===== src/rtl/morse_pkg.sv =====
// Shared definitions for the Morse serializer: engine states, element timing
// multipliers and the character-code to Morse-element lookup.
package morse_pkg;

    // Keying engine states.
    typedef enum logic [2:0] {
        ST_IDLE  = 3'd0,
        ST_LOAD  = 3'd1,
        ST_MARK  = 3'd2,
        ST_SPACE = 3'd3,
        ST_GAP   = 3'd4
    } state_e;

    // Element durations in Morse units: a dot and every space last one unit.
    // A dash and the gap between characters last three units.
    localparam int unsigned DOT_MULT  = 1;
    localparam int unsigned DASH_MULT = 3;

    // Elements of one character. Bit 4 of pattern is the first element and
    // 1 means dash. Unused low bits are 0.
    typedef struct packed {
        logic [4:0] pattern;
        logic [2:0] len;
    } code_info_t;

    // Digits 0..9 are always legal. Codes 10..15 are legal only with hex letters enabled.
    function automatic logic code_legal(input logic [3:0] code, input logic hex_en);
        return (code <= 4'd9) || hex_en;
    endfunction

    // Code to element lookup (16-entry constant ROM).
    function automatic code_info_t code_lookup(input logic [3:0] code);
        code_info_t info;
        info.pattern = 5'b00000;
        info.len     = 3'd5;
        case (code)
            4'd0:  info.pattern = 5'b11111;                       // -----
            4'd1:  info.pattern = 5'b01111;                       // .----
            4'd2:  info.pattern = 5'b00111;                       // ..---
            4'd3:  info.pattern = 5'b00011;                       // ...--
            4'd4:  info.pattern = 5'b00001;                       // ....-
            4'd5:  info.pattern = 5'b00000;                       // .....
            4'd6:  info.pattern = 5'b10000;                       // -....
            4'd7:  info.pattern = 5'b11000;                       // --...
            4'd8:  info.pattern = 5'b11100;                       // ---..
            4'd9:  info.pattern = 5'b11110;                       // ----.
            4'd10: begin info.pattern = 5'b01000; info.len = 3'd2; end // A .-
            4'd11: begin info.pattern = 5'b10000; info.len = 3'd4; end // B -...
            4'd12: begin info.pattern = 5'b10100; info.len = 3'd4; end // C -.-.
            4'd13: begin info.pattern = 5'b10000; info.len = 3'd3; end // D -..
            4'd14: begin info.pattern = 5'b00000; info.len = 3'd1; end // E .
            4'd15: begin info.pattern = 5'b00100; info.len = 3'd4; end // F ..-.
        endcase
        return info;
    endfunction

endpackage


===== src/rtl/morse_fifo.sv =====
// Small synchronous FIFO for pending character codes. The read data is
// registered on the pop edge, so the popped entry is available one cycle later.
module morse_fifo #(
    parameter int unsigned DEPTH = 4,
    parameter int unsigned WIDTH = 4
) (
    input  logic             clk_i,
    input  logic             rst_ni,
    input  logic             push_i,
    input  logic [WIDTH-1:0] push_data_i,
    input  logic             pop_i,
    output logic [WIDTH-1:0] pop_data_o,
    output logic             full_o,
    output logic             empty_o
);

    localparam int unsigned AW = (DEPTH > 1) ? $clog2(DEPTH) : 1;

    logic [WIDTH-1:0] mem_q [DEPTH];
    logic [AW-1:0]    wr_ptr_q, wr_ptr_d;
    logic [AW-1:0]    rd_ptr_q, rd_ptr_d;
    logic [AW:0]      count_q, count_d;
    logic [WIDTH-1:0] rd_data_q;
    logic             do_push;
    logic             do_pop;

    // Flags come from the pre-edge occupancy. A push is refused when full even if a pop occurs on the same edge.
    assign full_o     = (count_q == (AW+1)'(DEPTH));
    assign empty_o    = (count_q == '0);
    assign do_push    = push_i && !full_o;
    assign do_pop     = pop_i && !empty_o;
    assign pop_data_o = rd_data_q;

    // Pointer and occupancy next-state; pointers wrap since DEPTH is a power of two.
    always_comb begin
        wr_ptr_d = wr_ptr_q;
        rd_ptr_d = rd_ptr_q;
        count_d  = count_q;
        if (do_push) begin
            wr_ptr_d = wr_ptr_q + 1'b1;
        end
        if (do_pop) begin
            rd_ptr_d = rd_ptr_q + 1'b1;
        end
        case ({do_push, do_pop})
            2'b10:   count_d = count_q + 1'b1;
            2'b01:   count_d = count_q - 1'b1;
            default: count_d = count_q;
        endcase
    end

    // Storage array without reset, so it can map onto RAM.
    always_ff @(posedge clk_i) begin
        if (do_push) begin
            mem_q[wr_ptr_q] <= push_data_i;
        end
    end

    // Control registers and the registered read port.
    always_ff @(posedge clk_i or negedge rst_ni) begin
        if (!rst_ni) begin
            wr_ptr_q  <= '0;
            rd_ptr_q  <= '0;
            count_q   <= '0;
            rd_data_q <= '0;
        end else begin
            wr_ptr_q <= wr_ptr_d;
            rd_ptr_q <= rd_ptr_d;
            count_q  <= count_d;
            if (do_pop) begin
                rd_data_q <= mem_q[rd_ptr_q];
            end
        end
    end

endmodule


===== src/rtl/morse_serializer.sv =====
// Buffers 4-bit character codes and keys each one out as timed Morse:
// dot = 1 unit, dash = 3 units, 1-unit element space, 3-unit character gap.
module morse_serializer
    import morse_pkg::*;
#(
    parameter int unsigned UNIT_CYCLES = 4,
    parameter int unsigned DEPTH       = 4,
    parameter bit          HEX_EN      = 1'b1
) (
    input  logic       clk_i,
    input  logic       rst_ni,
    input  logic [3:0] data_i,
    input  logic       ready_i,
    output logic       full_o,
    output logic       err_o,
    output logic       key_o,
    output logic [4:0] pattern_o,
    output logic [2:0] len_o,
    output logic       busy_o
);

    localparam int unsigned CNT_W = $clog2(3 * UNIT_CYCLES + 1);
    localparam logic [CNT_W-1:0] DOT_CNT  = CNT_W'(DOT_MULT * UNIT_CYCLES);
    localparam logic [CNT_W-1:0] DASH_CNT = CNT_W'(DASH_MULT * UNIT_CYCLES);

    state_e           state_q, state_d;
    logic [CNT_W-1:0] cnt_q, cnt_d;
    logic [2:0]       idx_q, idx_d;
    logic [4:0]       pattern_q, pattern_d;
    logic [2:0]       len_q, len_d;
    logic             err_q;

    logic             in_legal;
    logic             fifo_push;
    logic             fifo_pop;
    logic             fifo_full;
    logic             fifo_empty;
    logic [3:0]       fifo_rdata;
    code_info_t       load_info;

    // Illegal codes are never queued. Legal codes are dropped silently when the FIFO is full.
    assign in_legal  = code_legal(data_i, HEX_EN);
    assign fifo_push = ready_i && in_legal && !fifo_full;
    assign load_info = code_lookup(fifo_rdata);

    morse_fifo #(
        .DEPTH (DEPTH),
        .WIDTH (4)
    ) u_fifo (
        .clk_i       (clk_i),
        .rst_ni      (rst_ni),
        .push_i      (fifo_push),
        .push_data_i (data_i),
        .pop_i       (fifo_pop),
        .pop_data_o  (fifo_rdata),
        .full_o      (fifo_full),
        .empty_o     (fifo_empty)
    );

    assign full_o    = fifo_full;
    assign err_o     = err_q;
    assign pattern_o = pattern_q;
    assign len_o     = len_q;

    // Engine next-state, element sequencing and keying outputs.
    always_comb begin
        state_d   = state_q;
        cnt_d     = cnt_q;
        idx_d     = idx_q;
        pattern_d = pattern_q;
        len_d     = len_q;
        fifo_pop  = 1'b0;
        key_o     = 1'b0;
        busy_o    = 1'b1;
        case (state_q)
            ST_IDLE: begin
                busy_o = 1'b0;
                if (!fifo_empty) begin
                    fifo_pop = 1'b1;
                    state_d  = ST_LOAD;
                end
            end
            ST_LOAD: begin
                // fifo_rdata holds the code popped on the previous edge.
                pattern_d = load_info.pattern;
                len_d     = load_info.len;
                idx_d     = 3'd0;
                cnt_d     = load_info.pattern[4] ? DASH_CNT : DOT_CNT;
                state_d   = ST_MARK;
            end
            ST_MARK: begin
                key_o = 1'b1;
                if (cnt_q == CNT_W'(1)) begin
                    if (idx_q != len_q - 3'd1) begin
                        cnt_d   = DOT_CNT;
                        state_d = ST_SPACE;
                    end else begin
                        cnt_d   = DASH_CNT;
                        state_d = ST_GAP;
                    end
                end else begin
                    cnt_d = cnt_q - 1'b1;
                end
            end
            ST_SPACE: begin
                if (cnt_q == CNT_W'(1)) begin
                    // The next element sits one position below the current one.
                    idx_d   = idx_q + 3'd1;
                    cnt_d   = pattern_q[3'd3 - idx_q] ? DASH_CNT : DOT_CNT;
                    state_d = ST_MARK;
                end else begin
                    cnt_d = cnt_q - 1'b1;
                end
            end
            ST_GAP: begin
                if (cnt_q == CNT_W'(1)) begin
                    state_d = ST_IDLE;
                end else begin
                    cnt_d = cnt_q - 1'b1;
                end
            end
            default: begin
                state_d = ST_IDLE;
            end
        endcase
    end

    // Engine registers plus the one-cycle illegal-code flag.
    always_ff @(posedge clk_i or negedge rst_ni) begin
        if (!rst_ni) begin
            state_q   <= ST_IDLE;
            cnt_q     <= '0;
            idx_q     <= '0;
            pattern_q <= '0;
            len_q     <= '0;
            err_q     <= 1'b0;
        end else begin
            state_q   <= state_d;
            cnt_q     <= cnt_d;
            idx_q     <= idx_d;
            pattern_q <= pattern_d;
            len_q     <= len_d;
            err_q     <= ready_i && !in_legal;
        end
    end

endmodule


===== config.mk =====
export PLATFORM = sky130hd
export DESIGN_NAME = morse_serializer
export DESIGN_NICKNAME = d
export VERILOG_FILES = /design/src/rtl/morse_pkg.sv /design/src/rtl/morse_fifo.sv /design/src/rtl/morse_serializer.sv
export SDC_FILE = /design/constraint.sdc
export NUM_CORES = 1
export LEC_CHECK = 0
export CAP_MARGIN = 25
export CELL_PAD_IN_SITES_DETAIL_PLACEMENT = 2
export CELL_PAD_IN_SITES_GLOBAL_PLACEMENT = 2
export CORE_MARGIN = 8
export CORE_UTILIZATION = 39
export CTS_CLUSTER_DIAMETER = 200
export DETAILED_ROUTE_END_ITERATION = 12
export MAX_ROUTING_LAYER = met4
export PLACE_DENSITY_LB_ADDON = 0.1
export SKIP_LAST_GASP = 1
export SYNTH_ARGS = -nofsm -noshare
export SYNTH_HDL_FRONTEND = slang
export SYNTH_HIERARCHICAL = 1
export SYNTH_SLANG_ARGS = --single-unit

===== constraint.sdc =====
create_clock -name clk_i -period 2.47 [get_ports clk_i]
set_input_delay 0.494 -clock clk_i [delete_from_list [all_inputs] [get_ports clk_i]]
set_output_delay 0.494 -clock clk_i [all_outputs]
set_load 0.1 [all_outputs]

==> out/metrics.sh, run 1 <==
GROUTE.LAYER.MET2.USAGE_PCT=26.2
CLOCK_PATH_BUFFERS=2
DIE_AREA_SQ_MM=0.00913
MAX_FREQ_MHz=438
PORT_BUFFERS=17
CP.ARRIVAL_NS=2.52
SYNTH_XOR_AREA_SHARE_PCT=4.51
SETUP.WORST_PATH.END_CLASS='flop'
SYNTH_AREA_PER_CELL_SQ_UM=11.0
VIAS_IN_THE_FIRST_GLOBAL_ROUTE=1982
NUM_VIAS=1765
DRT_WL_TOTAL_MM=6.39
CTS-HTREE-LEVELS=2
POWER_CONSUMPTION_mW=4.23
PLACEMENT_ROWS=29
DRT.ANTENNA.VIOLATING_NETS=0
DIE_H_UM=95.6
WORST-SETUP-PATH-TYPE='reg -> reg'
LEAKAGEPOWER_nW=1.18
CELL_TYPES_OCCUPYING_THE_MOST_AREA_AFTER_SYNTHESIS='sky130_fd_sc_hd__dfrtp_1 (29%), sky130_fd_sc_hd__edfxtp_1 (19%), sky130_fd_sc_hd__ha_1 (4.6%)'
GRT_REMAINING_OVERFLOW=0
SYN_NETS=241
TNS_NS=0
SYNTH.DISTINCT_CELLS=57
MAX_CAP_VIOL_COUNT=0
RUN_STATUS='completed'
FLOORPLAN.DIE.WIDTH_UM=95.6
GRT_MOST_USED_LAYER='met2'
FLOORPLAN.CORE_AREA_SQ_MM=0.00624
ANTENNA_FOUND_INITIAL=0
HOLD_VIOL_FINAL=0
CTS.REPAIR_TIMING.SETUP_BUFFER_COUNT=0
POSTSYNTHREGISTERBITS=45
LARGEST_FAMILY_OF_LOGIC_CELLS_BY_SYNTHESIZED_AREA='simple AND/OR/NAND/NOR gates'
TRACK_USAGE_PCT=15.5
USE_MET1_PCT=18.3
NETLIST_INSTANCES=224
CTS_INSERTED_BUFFERS=5
POST_CTS_RESIZE_COUNT=0
HOLD_PATH_CLASS='reg -> reg'
FRACTION_OF_SYNTHESIZED_AREA_IN_MULTIPLEXERS_PCT=7.25
VDD_IR_DROP_MAX_mV=0.705
FIN_CRIT_SH_PCT=92.5
LAYOUT_CELL_SHARE_WITH_DRIVE_STRENGTH_BEYOND_1_PCT=22.6
TRITONCTS_CLOCK_TREE='yes'
GRT_START_MAX_NET_PINS=30
POST_SYNTH_FA_HA_MAJ_AREA_FRACTION_PCT=5.78
DRT_PASS1_ITERATIONS=4
FINAL_PERIOD_MINUS_WORST_SETUP_SLACK_NS=2.28
FINAL_CELLS=320
SETUP_VIOL=0
VIA_PER_INST=5.52
GRTUSAGEMET3_PCT=3.39
SYNTH_SIMPLE_GATE_AREA_SHARE_PCT=16.7
TIMING.FINAL.MAX_SLEW_VIOLATIONS=0
FINALWEIGHTEDCONGESTION=0.824
WORSTSETUPSTARTPOINTTYPE='flop'
NUMBER_OF_INSERTED_DIODES=0
PLACED_AREA_SQ_MM=0.00273
SYNTHMOSTINSTANTIATEDCELL='sky130_fd_sc_hd__dfrtp_1'
SYNTH_TOP_AREA_SHARE_PCT=29.4
WORST_SKEW_PAIR.LATE_LATENCY_NS=0.31
ASYNC_FLOP_SHARE_PCT=64.4
SYNTH_AREA_LEADER_CELL='sky130_fd_sc_hd__dfrtp_1'
POWER.DENSITY_mW_PER_MM2=1480
SYNTHTOLAYOUTAREAGROWTH_PCT=15.4
CLK_TRANSITION_REPORTED_PATHS_NS=0.09
YS_DOMINANT_REG_CELL='sky130_fd_sc_hd__dfrtp_1'
HOLD_BUFFERS=0
CTS-ROOT-BUF='sky130_fd_sc_hd__clkbuf_8'
SYNTH-EDFF-COUNT=16
IO_PINS=19
HPWL_MM=4.61
DP.CELLS=312
WORSTPATHMAXFANOUT=6
SKEW_NS=0.00546
GRT_SETUP_UNREPAIRED='false'
STDCELL_AREA_SQ_MM=0.00285
SHARE_OF_THE_SYNTHESIZED_AREA_IN_COMPOUND_GATES_AO_OA_AOI_OAI_PCT=11.7
ROUTED_WIRELENGTH_NORMALIZED_BY_INSTANCE_COUNT_UM=20.0
SYNTH.YOSYS.SEQ_AREA_SHARE_PCT=48.9
DETAIL_ROUTE.DRC_VIOLATIONS=0
GRT_PASS1_WL_MM=10.5
SYN-CELL-AREA_SQ_MM=0.00247
SYNTH.TOP_CELLS.BY_COUNT='sky130_fd_sc_hd__dfrtp_1 (29), sky130_fd_sc_hd__nand2_1 (23), sky130_fd_sc_hd__edfxtp_1 (16)'
CLOCK_SINK_COUNT=45
DETAILEDROUTE.FIRSTITERATIONVIOLATIONS=49
FINISH.UTILIZATION_PCT=45.6
FINALNETCOUNT=259
INITIAL_UTILIZATION_PCT=39.6
SYNTH.YOSYS.WARNINGS=6
REQ_TIME_CRIT_PATH_NS=2.70
-- cell type report --
cell class,instances,area [sq um]
fillers,654,3390
flip-flops and latches,45,1210
multi-input cells,150,1140
repair buffers,24,220
well taps,77,96.3
clock buffers,5,68.8
inverters,16,62.6
clock inverters,3,47.5
-- metal layers --
metal	share of wire, %	wire [um]
met1	44	2800
met2	52	3310
met3	3.4	220
met4	0.92	59
met5	0	0
-- through the flow --
stage | setup slack, ns | hold slack, ns
floorplan | -0.290 | 0.198
detailed placement | 0.112 | 0.553
global placement | 0.214 | 0.533
finish | 0.186 | 0.564
CTS | 0.187 | 0.575
global route | 0.0349 | 0.601
-- state kept, by name (all words and copies together), names as in the netlist --
name and cells:
u_fifo/pop_data_o 4, u_fifo/count_q 3, u_fifo/wr_ptr_q 2, len_o 3
idx_q 3, cnt_q 4, u_fifo/rd_ptr_q 2, state_q 3
pattern_o 5, u_fifo/mem_q 16
-- final timing paths --
path / end / slack, ns / start / cells past startpoint
worst max-delay path: u_fifo/count_q[2] / 0.19 / state_q[2] / 11
worst min-delay path: pattern_o[2] / 0.56 / pattern_o[2] / 1
worst max register to register: u_fifo/count_q[2] / 0.19 / state_q[2] / 11
worst min register to register: pattern_o[2] / 0.56 / pattern_o[2] / 1
max in group asynchronous: u_fifo/count_q[1] / 1.58 / rst_ni / 2
min in group asynchronous: len_o[0] / 0.57 / rst_ni / 2
-- critical path: stages (launching register included) --
cell and delay, ns:
sky130_fd_sc_hd__dfrtp_1 0.40, sky130_fd_sc_hd__inv_1 0.19, sky130_fd_sc_hd__nand2_2 0.12, sky130_fd_sc_hd__nor2_1 0.20, sky130_fd_sc_hd__o31ai_4 0.17, sky130_fd_sc_hd__inv_4 0.13
sky130_fd_sc_hd__ha_2 0.20, sky130_fd_sc_hd__inv_2 0.04, sky130_fd_sc_hd__fa_2 0.34, sky130_fd_sc_hd__xor2_1 0.15, sky130_fd_sc_hd__nor2_1 0.12, sky130_fd_sc_hd__xor2_1 0.16
-- cells by family (layout without fill, tap and decap cells) --
group | after synthesis | after routing
flops | 45 | 45
xor+xnor | 11 | 11
other cells | 1 | 1
compound gates | 41 | 41
mux | 12 | 12
buf+inv | 29 | 48
fa+ha+maj | 11 | 11
simple gates | 74 | 74
-- where the power goes --
part | total, mW | switching [mW] | internal (mW)
Clock | 0.594 | 0.285 | 0.309
Sequential | 1.46 | 0.405 | 1.06
Combinational | 2.17 | 1.34 | 0.825
-- cell usage in the layout (no fill, tap or decap), drive strengths merged, types with 2 or more instances in the layout --
cell           count
dfrtp             29
nand2             24
buf               18
inv               18
edfxtp            16
nor2              12
a21oi             11
ha                 9
o21ai              8
nand2b             7
xnor2              7
nand3              7
clkdlybuf4s50      6
a31oi              5
clkbuf             5
nor2b              5
mux2i              4
and2               4
mux4               4
nor3               4
mux2               4
nand3b             3
o221ai             3
xor2               3
and3               2
nor3b              2
(Power assumes the default switching activity.)
==> inputs of run 2 (changes only) <==
--- a/config.mk
+++ b/config.mk
@@ -15,6 +15,7 @@
 export MAX_ROUTING_LAYER = met4
 export PLACE_DENSITY_LB_ADDON = 0.1
 export SKIP_LAST_GASP = 1
+export SLEW_MARGIN = 10
 export SYNTH_ARGS = -nofsm -noshare
 export SYNTH_HDL_FRONTEND = slang
 export SYNTH_HIERARCHICAL = 1
==> constraint.sdc (replaced) <==
create_clock -name clk_i -period 2.5 [get_ports clk_i]
set_input_delay 0.5 -clock clk_i [delete_from_list [all_inputs] [get_ports clk_i]]
set_output_delay 0.5 -clock clk_i [all_outputs]
set_load 0.1 [all_outputs]
==> run 2 against run 1 <==
  * Cell count shrank 0.31%
  * Utilization shrank 0.32 points
  * Die area is the same
  * Sequential power is essentially flat
  * Combinational power shrank 3%
  * Critical path type unchanged
  * Total power shrank 2.7%
  * First-iteration DRC count shrank 49%
  * Via count shrank 1.2%
  * Sequential cell count is the same
  * Worst hold slack gained 0.0045 ns
  * Sequential share of layout area grew 0.30 points
  * Largest cell class unchanged
  * Register-to-register slack lost 0.02 ns
==> out/metrics.sh, run 2 (synthesis gave the netlist of run 1 again) <==
RUN_STATUS='completed'
FINISH.UTILIZATION_PCT=45.3
GRT_REMAINING_OVERFLOW=0
PRECTSSETUPSLACK_NS=0.132
FINALWEIGHTEDCONGESTION=0.815
WORSTSETUPSTARTPOINTTYPE='flop'
LAYOUT_CELL_SHARE_WITH_DRIVE_STRENGTH_BEYOND_1_PCT=22.3
LAYOUT.CELLS.MOST_COMMON_LIST='sky130_fd_sc_hd__dfrtp_1 (27), sky130_fd_sc_hd__nand2_1 (22), sky130_fd_sc_hd__buf_4 (16), sky130_fd_sc_hd__edfxtp_1 (16), sky130_fd_sc_hd__inv_1 (14)'
GRT_SETUP_UNREPAIRED='false'
HOLD_PATH_CLASS='reg -> reg'
HPWL_MM=4.33
SHARE_COMB_OF_TOTAL_POWER_PCT=51.0
CLOCK_SINK_COUNT=45
TIMING.FINAL.MAX_SLEW_VIOLATIONS=0
FLOORPLAN.DIE.WIDTH_UM=95.6
SLOWEST_STAGE='sky130_fd_sc_hd__dfrtp_1'
GRT_MOST_USED_LAYER='met2'
GRT_START_MAX_NET_PINS=30
REGTOREGENDPOINT='u_fifo/count_q[2]'
REQ_TIME_CRIT_PATH_NS=2.73
MAX_CAP_VIOL_COUNT=0
SLEW_HEADROOM_PCT=50.9
FINALNETCOUNT=258
NUM_VIAS=1743
CTS-HTREE-LEVELS=2
VIAS_IN_THE_FIRST_GLOBAL_ROUTE=1961
CTS_INSERTED_BUFFERS=5
DRT_WL_TOTAL_MM=5.93
FIN_CRIT_SH_PCT=93.3
USE_MET1_PCT=17.1
INITIAL_UTILIZATION_PCT=39.6
SETUP.REG_TO_REG.WORST_SLACK_NS=0.17
GRTUSAGEMET3_PCT=2.91
CRITPATHBUFINV=3
FIN_WS_NS=0.168
DRT.ANTENNA.VIOLATING_NETS=0
AREA.SEQUENTIAL_SQ_MM=0.00121
PORT_BUFFERS=17
MAX_FREQ_MHz=429
CLOCK_PATH_BUFFERS=2
WORST_SKEW_PAIR.LATE_LATENCY_NS=0.30
POWER.NET_SWITCHING_mW=1.96
LAYOUT.FILLER_CELLS=653
CELLS_ON_WORST_REG2REG_PATH=11
FLOORPLAN.CORE_AREA_SQ_MM=0.00624
TIMING.CRITICAL_PATH.SLOWEST_CELL_DELAY_NS=0.39
TRITONCTS_CLOCK_TREE='yes'
GRT_PASS1_WL_MM=10.3
LARGEST-REGISTER='u_fifo/mem_q'
POWER.DENSITY_mW_PER_MM2=1450
CTS-ROOT-BUF='sky130_fd_sc_hd__clkbuf_8'
P_INT_mW=2.15
TIMING.HOLD.WORST_PATH_DEPTH=1
HOLD_START='pattern_o[1]'
NUMBER_OF_INSERTED_DIODES=0
DIE_AREA_SQ_MM=0.00913
FIN_WORST_HOLD_SLACK_NS=0.569
HOLD_VIOL_FINAL=0
LAYOUT.CELLS.MOST_COMMON='sky130_fd_sc_hd__dfrtp_1'
DIE_H_UM=95.6
WORSTPATHMAXFANOUT=6
SKEW_NS=0.00588
WORST_PIN_SLEW_NS=0.733
POWER.SHARE.CLOCK_PCT=14.1
DETAILEDROUTE.FIRSTITERATIONVIOLATIONS=25
CLK_TRANSITION_REPORTED_PATHS_NS=0.10
SETUP_VIOL=0
POST_CTS_RESIZE_COUNT=0
LEAKAGEPOWER_nW=1.17
ANTENNA_FOUND_INITIAL=0
HOLD_BUFFERS=0
DRT_PASS1_ITERATIONS=4
WORST-SETUP-PATH-TYPE='reg -> reg'
VIA_PER_INST=5.46
ROUTED_WIRELENGTH_NORMALIZED_BY_INSTANCE_COUNT_UM=18.6
CTS.REPAIR_TIMING.SETUP_BUFFER_COUNT=0
NUMBER_OF_FLIP_FLOPS_IN_THE_LARGEST_REGISTER=16
PLACEMENT_ROWS=29
SYNTHTOLAYOUTAREAGROWTH_PCT=14.5
CP.ARRIVAL_NS=2.56
PWR-SHARE-SEQ_PCT=34.9
TRACK_USAGE_PCT=14.9
WORST_HOLD_PATH.ENDPOINT='pattern_o[1]'
SETUP.WORST_PATH.END_CLASS='flop'
CP_TOP_FAMILY='adder cells'
IO_PINS=19
TIMING.CRITICAL_PATH.CELLS='inv_1 -> nand2_2 -> nor2_1 -> o31ai_4 -> inv_4 -> ha_2 -> inv_2 -> fa_2 -> xor2_1 -> nor2_1 -> xor2_1'
R2R_START='state_q[2]'
VDD_IR_DROP_MAX_mV=1.01
DETAIL_ROUTE.DRC_VIOLATIONS=0
MULTIINPUTGATEAREA_SQ_MM=0.00114
GROUTE.LAYER.MET2.USAGE_PCT=25.9
FINAL_PERIOD_MINUS_WORST_SETUP_SLACK_NS=2.33
P_SW_SHARE_PCT=47.6
[run 2: power by group through the flow]
| stage | clock network (mW) | registers (mW) | logic (mW) |
|---|---|---|---|
| final | 0.581 | 1.44 | 2.10 |
| after CTS | 0.601 | 1.45 | 2.13 |
| after detailed placement | 0 | 1.46 | 2.11 |
| after floorplan | 0 | 1.69 | 1.33 |
| after global placement | 0 | 1.42 | 2.02 |
| after global routing | 0.617 | 1.51 | 2.29 |
[run 2: how the worst max path moves through the flow]
stage	from	to	slack (ns)	cells after the start
CTS	state_q[2]	u_fifo/count_q[2]	0.15	11
global route	state_q[2]	u_fifo/count_q[2]	0.05	11
floorplan	u_fifo/count_q[1]	u_fifo/count_q[2]	-0.26	10
detailed placement	ready_i	u_fifo/count_q[2]	0.13	10
global placement	ready_i	u_fifo/count_q[2]	0.24	10
finish	state_q[2]	u_fifo/count_q[2]	0.17	11
[run 2: through the flow]
step                      instances  cell area (sq um)  setup TNS [ns]  total power [mW]
after floorplan                 224               2480          -0.407              3.02
after global placement          311               2710               0              3.43
after detailed placement        311               2710               0              3.57
after CTS                       319               2830               0              4.18
after global routing            319               2830               0              4.41
final                           319               2830               0              4.11
[run 2: final cells by class]
cell class              count  area share [%]
clock buffers               5            2.43
flip-flops and latches     45            42.7
multi-input cells         150            40.4
repair buffers             23            7.08
clock inverters             3            1.68
well taps                  77            3.41
inverters                  16            2.21
[run 2: per-layer routing]
metal	up-vias	wire, um	part of all wire, %
li1	820	-	-
met1	891	2580	43
met2	26	3120	53
met3	6	181	3.1
met4	0	52	0.88
met5	-	0	0
==> inputs of run 3 (changes only) <==
==> constraint.sdc (replaced) <==
create_clock -name clk_i -period 2.5 [get_ports clk_i]
set_input_delay 0.25 -clock clk_i [delete_from_list [all_inputs] [get_ports clk_i]]
set_output_delay 0.25 -clock clk_i [all_outputs]
set_load 0.005 [all_outputs]
==> run 3 against run 2 <==
  * Clock skew rose by 0.0037 ns
  * Die area did not move
  * Combinational power fell by 28%
  * Critical path type unchanged
==> out/metrics.sh, run 3 (synthesis gave the netlist of run 1 again) <==
SETUP.WORST_PATH.END_CLASS='flop'
LAYOUT.FILLER_CELLS=650
AREA.SEQUENTIAL_SQ_MM=0.00121
NUMBER_OF_FLIP_FLOPS_IN_THE_LARGEST_REGISTER=16
FLOORPLAN.CORE_AREA_SQ_MM=0.00624
ANTENNA_FOUND_INITIAL=0
CELLS_ON_WORST_REG2REG_PATH=10
SKEW_NS=0.00962
LAYOUT.CELLS.MOST_COMMON='sky130_fd_sc_hd__dfrtp_1'
FINISH.UTILIZATION_PCT=45.1
R2R_START='u_fifo/count_q[0]'
DRT_WL_TOTAL_MM=5.70
CP_TOP_FAMILY='adder cells'
CTS.REPAIR_TIMING.SETUP_BUFFER_COUNT=0
FINAL_PERIOD_MINUS_WORST_SETUP_SLACK_NS=2.29
LARGEST-REGISTER='u_fifo/mem_q'
CTS_INSERTED_BUFFERS=5
WORST-SETUP-PATH-TYPE='reg -> reg'
GRT_PASS1_WL_MM=9.83
MAX_CAP_VIOL_COUNT=0
PLACEMENT_ROWS=29
CRIT_PATH_LAUNCH='u_fifo/count_q[0]'
VDD_IR_DROP_MAX_mV=0.473
DRT.ANTENNA.VIOLATING_NETS=0
CP.ARRIVAL_NS=2.49
MULTIINPUTGATEAREA_SQ_MM=0.00114
DIE_H_UM=95.6
POWER.NET_SWITCHING_mW=1.37
GRT_REMAINING_OVERFLOW=0
REQ_TIME_CRIT_PATH_NS=2.71
SETUP_VIOL=0
SYNTHTOLAYOUTAREAGROWTH_PCT=14.0
POWER.DENSITY_mW_PER_MM2=1210
HOLD_VIOL_FINAL=0
POWER.SHARE.CLOCK_PCT=13.5
ROUTED_WIRELENGTH_NORMALIZED_BY_INSTANCE_COUNT_UM=17.8
FIN_WS_NS=0.215
TIMING.CRITICAL_PATH.CELLS='nor3_1 -> nor2_1 -> o31ai_4 -> inv_4 -> ha_1 -> inv_1 -> fa_1 -> xor2_1 -> nor2_1 -> xor2_1'
WORSTPATHMAXFANOUT=6
CTS-HTREE-LEVELS=2
CTS-ROOT-BUF='sky130_fd_sc_hd__clkbuf_8'
FLOORPLAN.DIE.WIDTH_UM=95.6
DETAILEDROUTE.FIRSTITERATIONVIOLATIONS=63
INITIAL_UTILIZATION_PCT=39.6
PRECTSSETUPSLACK_NS=0.229
GRT_START_MAX_NET_PINS=30
PWR-SHARE-SEQ_PCT=41.9
CLOCK_SINK_COUNT=45
VIA_PER_INST=5.35
DETAIL_ROUTE.DRC_VIOLATIONS=0
NUMBER_OF_INSERTED_DIODES=0
FIN_CRIT_SH_PCT=91.4
TRITONCTS_CLOCK_TREE='yes'
LAYOUT_CELL_SHARE_WITH_DRIVE_STRENGTH_BEYOND_1_PCT=15.6
SLOWEST_STAGE='sky130_fd_sc_hd__dfrtp_1'
RUN_STATUS='completed'
HOLD_BUFFERS=0
WORST_SKEW_PAIR.LATE_LATENCY_NS=0.30
TIMING.CRITICAL_PATH.SLOWEST_CELL_DELAY_NS=0.52
CLOCK_PATH_BUFFERS=2
TNS_NS=0
TIMING.FINAL.MAX_SLEW_VIOLATIONS=0
SHARE_COMB_OF_TOTAL_POWER_PCT=44.6
POST_CTS_RESIZE_COUNT=0
PORT_BUFFERS=17
LAYOUT.CELLS.MOST_COMMON_LIST='sky130_fd_sc_hd__dfrtp_1 (29), sky130_fd_sc_hd__nand2_1 (23), sky130_fd_sc_hd__clkdlybuf4s50_1 (17), sky130_fd_sc_hd__edfxtp_1 (16), sky130_fd_sc_hd__inv_1 (15)'
FINALWEIGHTEDCONGESTION=0.776
P_INT_mW=2.05
MAX_FREQ_MHz=438
HOLD_PATH_CLASS='in -> async'
IO_PINS=19
NUM_VIAS=1711
HPWL_MM=4.38
LEAKAGEPOWER_nW=1.15
FINALNETCOUNT=259
WORSTSETUPSTARTPOINTTYPE='flop'
GRT_SETUP_UNREPAIRED='false'
TRACK_USAGE_PCT=14.2
CLK_TRANSITION_REPORTED_PATHS_NS=0.09
CP.DEPTH=10
VIAS_IN_THE_FIRST_GLOBAL_ROUTE=1899
DIE_AREA_SQ_MM=0.00913
CRITPATHBUFINV=2
DRT_PASS1_ITERATIONS=4
P_SW_SHARE_PCT=40.0
## run 3: metal layers
metal,up-vias,routed length (um),track usage [%]
li1,821,-,-
met1,864,2560,17.1
met2,22,2890,23.8
met3,4,201,2.68
met4,0,46,3.59
met5,-,0,-
## run 3: stage by stage
stage / power, mW / cell area (sq um) / std cells / hold slack [ns]
2_1_floorplan: 2.45 / 2470 / 224 / -0.0456
5_1_grt: 3.70 / 2810 / 320 / 0.365
3_3_place_gp: 2.88 / 2720 / 312 / 0.546
6_report: 3.42 / 2810 / 320 / 0.344
4_1_cts: 3.48 / 2810 / 320 / 0.361
3_5_place_dp: 3.00 / 2720 / 312 / 0.553
## run 3: worst register-to-register path, delay by kind of cell, from the launching register on
family	cells	cell delay (ns)
adder cells (fa/ha/maj)	2	0.57
flip-flops	1	0.52
AND/OR/NAND/NOR	3	0.43
XOR/XNOR	2	0.33
buffers and inverters	2	0.19
AO/OA/AOI/OAI	1	0.15
## run 3: path summary, 6_finish.rpt
kind,slack [ns],end
max,0.21,u_fifo/count_q[2]
min,0.34,cnt_q[3]
max reg2reg,0.21,u_fifo/count_q[2]
min reg2reg,0.56,pattern_o[2]
max in group asynchronous,1.85,u_fifo/count_q[1]
min in group clk_i,0.56,pattern_o[2]
## run 3: area by class of cell
class / instances / share of cell area, %
Sequential cell: 45 / 42.9
Multi-Input combinational cell: 150 / 40.4
Timing Repair Buffer: 24 / 7.91
Tap cell: 77 / 3.42
Clock buffer: 5 / 2.45
Inverter: 16 / 2.22
Clock inverter: 3 / 0.756
## run 3: power groups by stage
stage	Clock, mW	Combinational, mW	Sequential, mW
detailed placement	0	1.54	1.46
global route	0.509	1.70	1.50
global placement	0	1.45	1.42
floorplan	0	1.18	1.27
finish	0.461	1.52	1.43
CTS	0.482	1.56	1.44
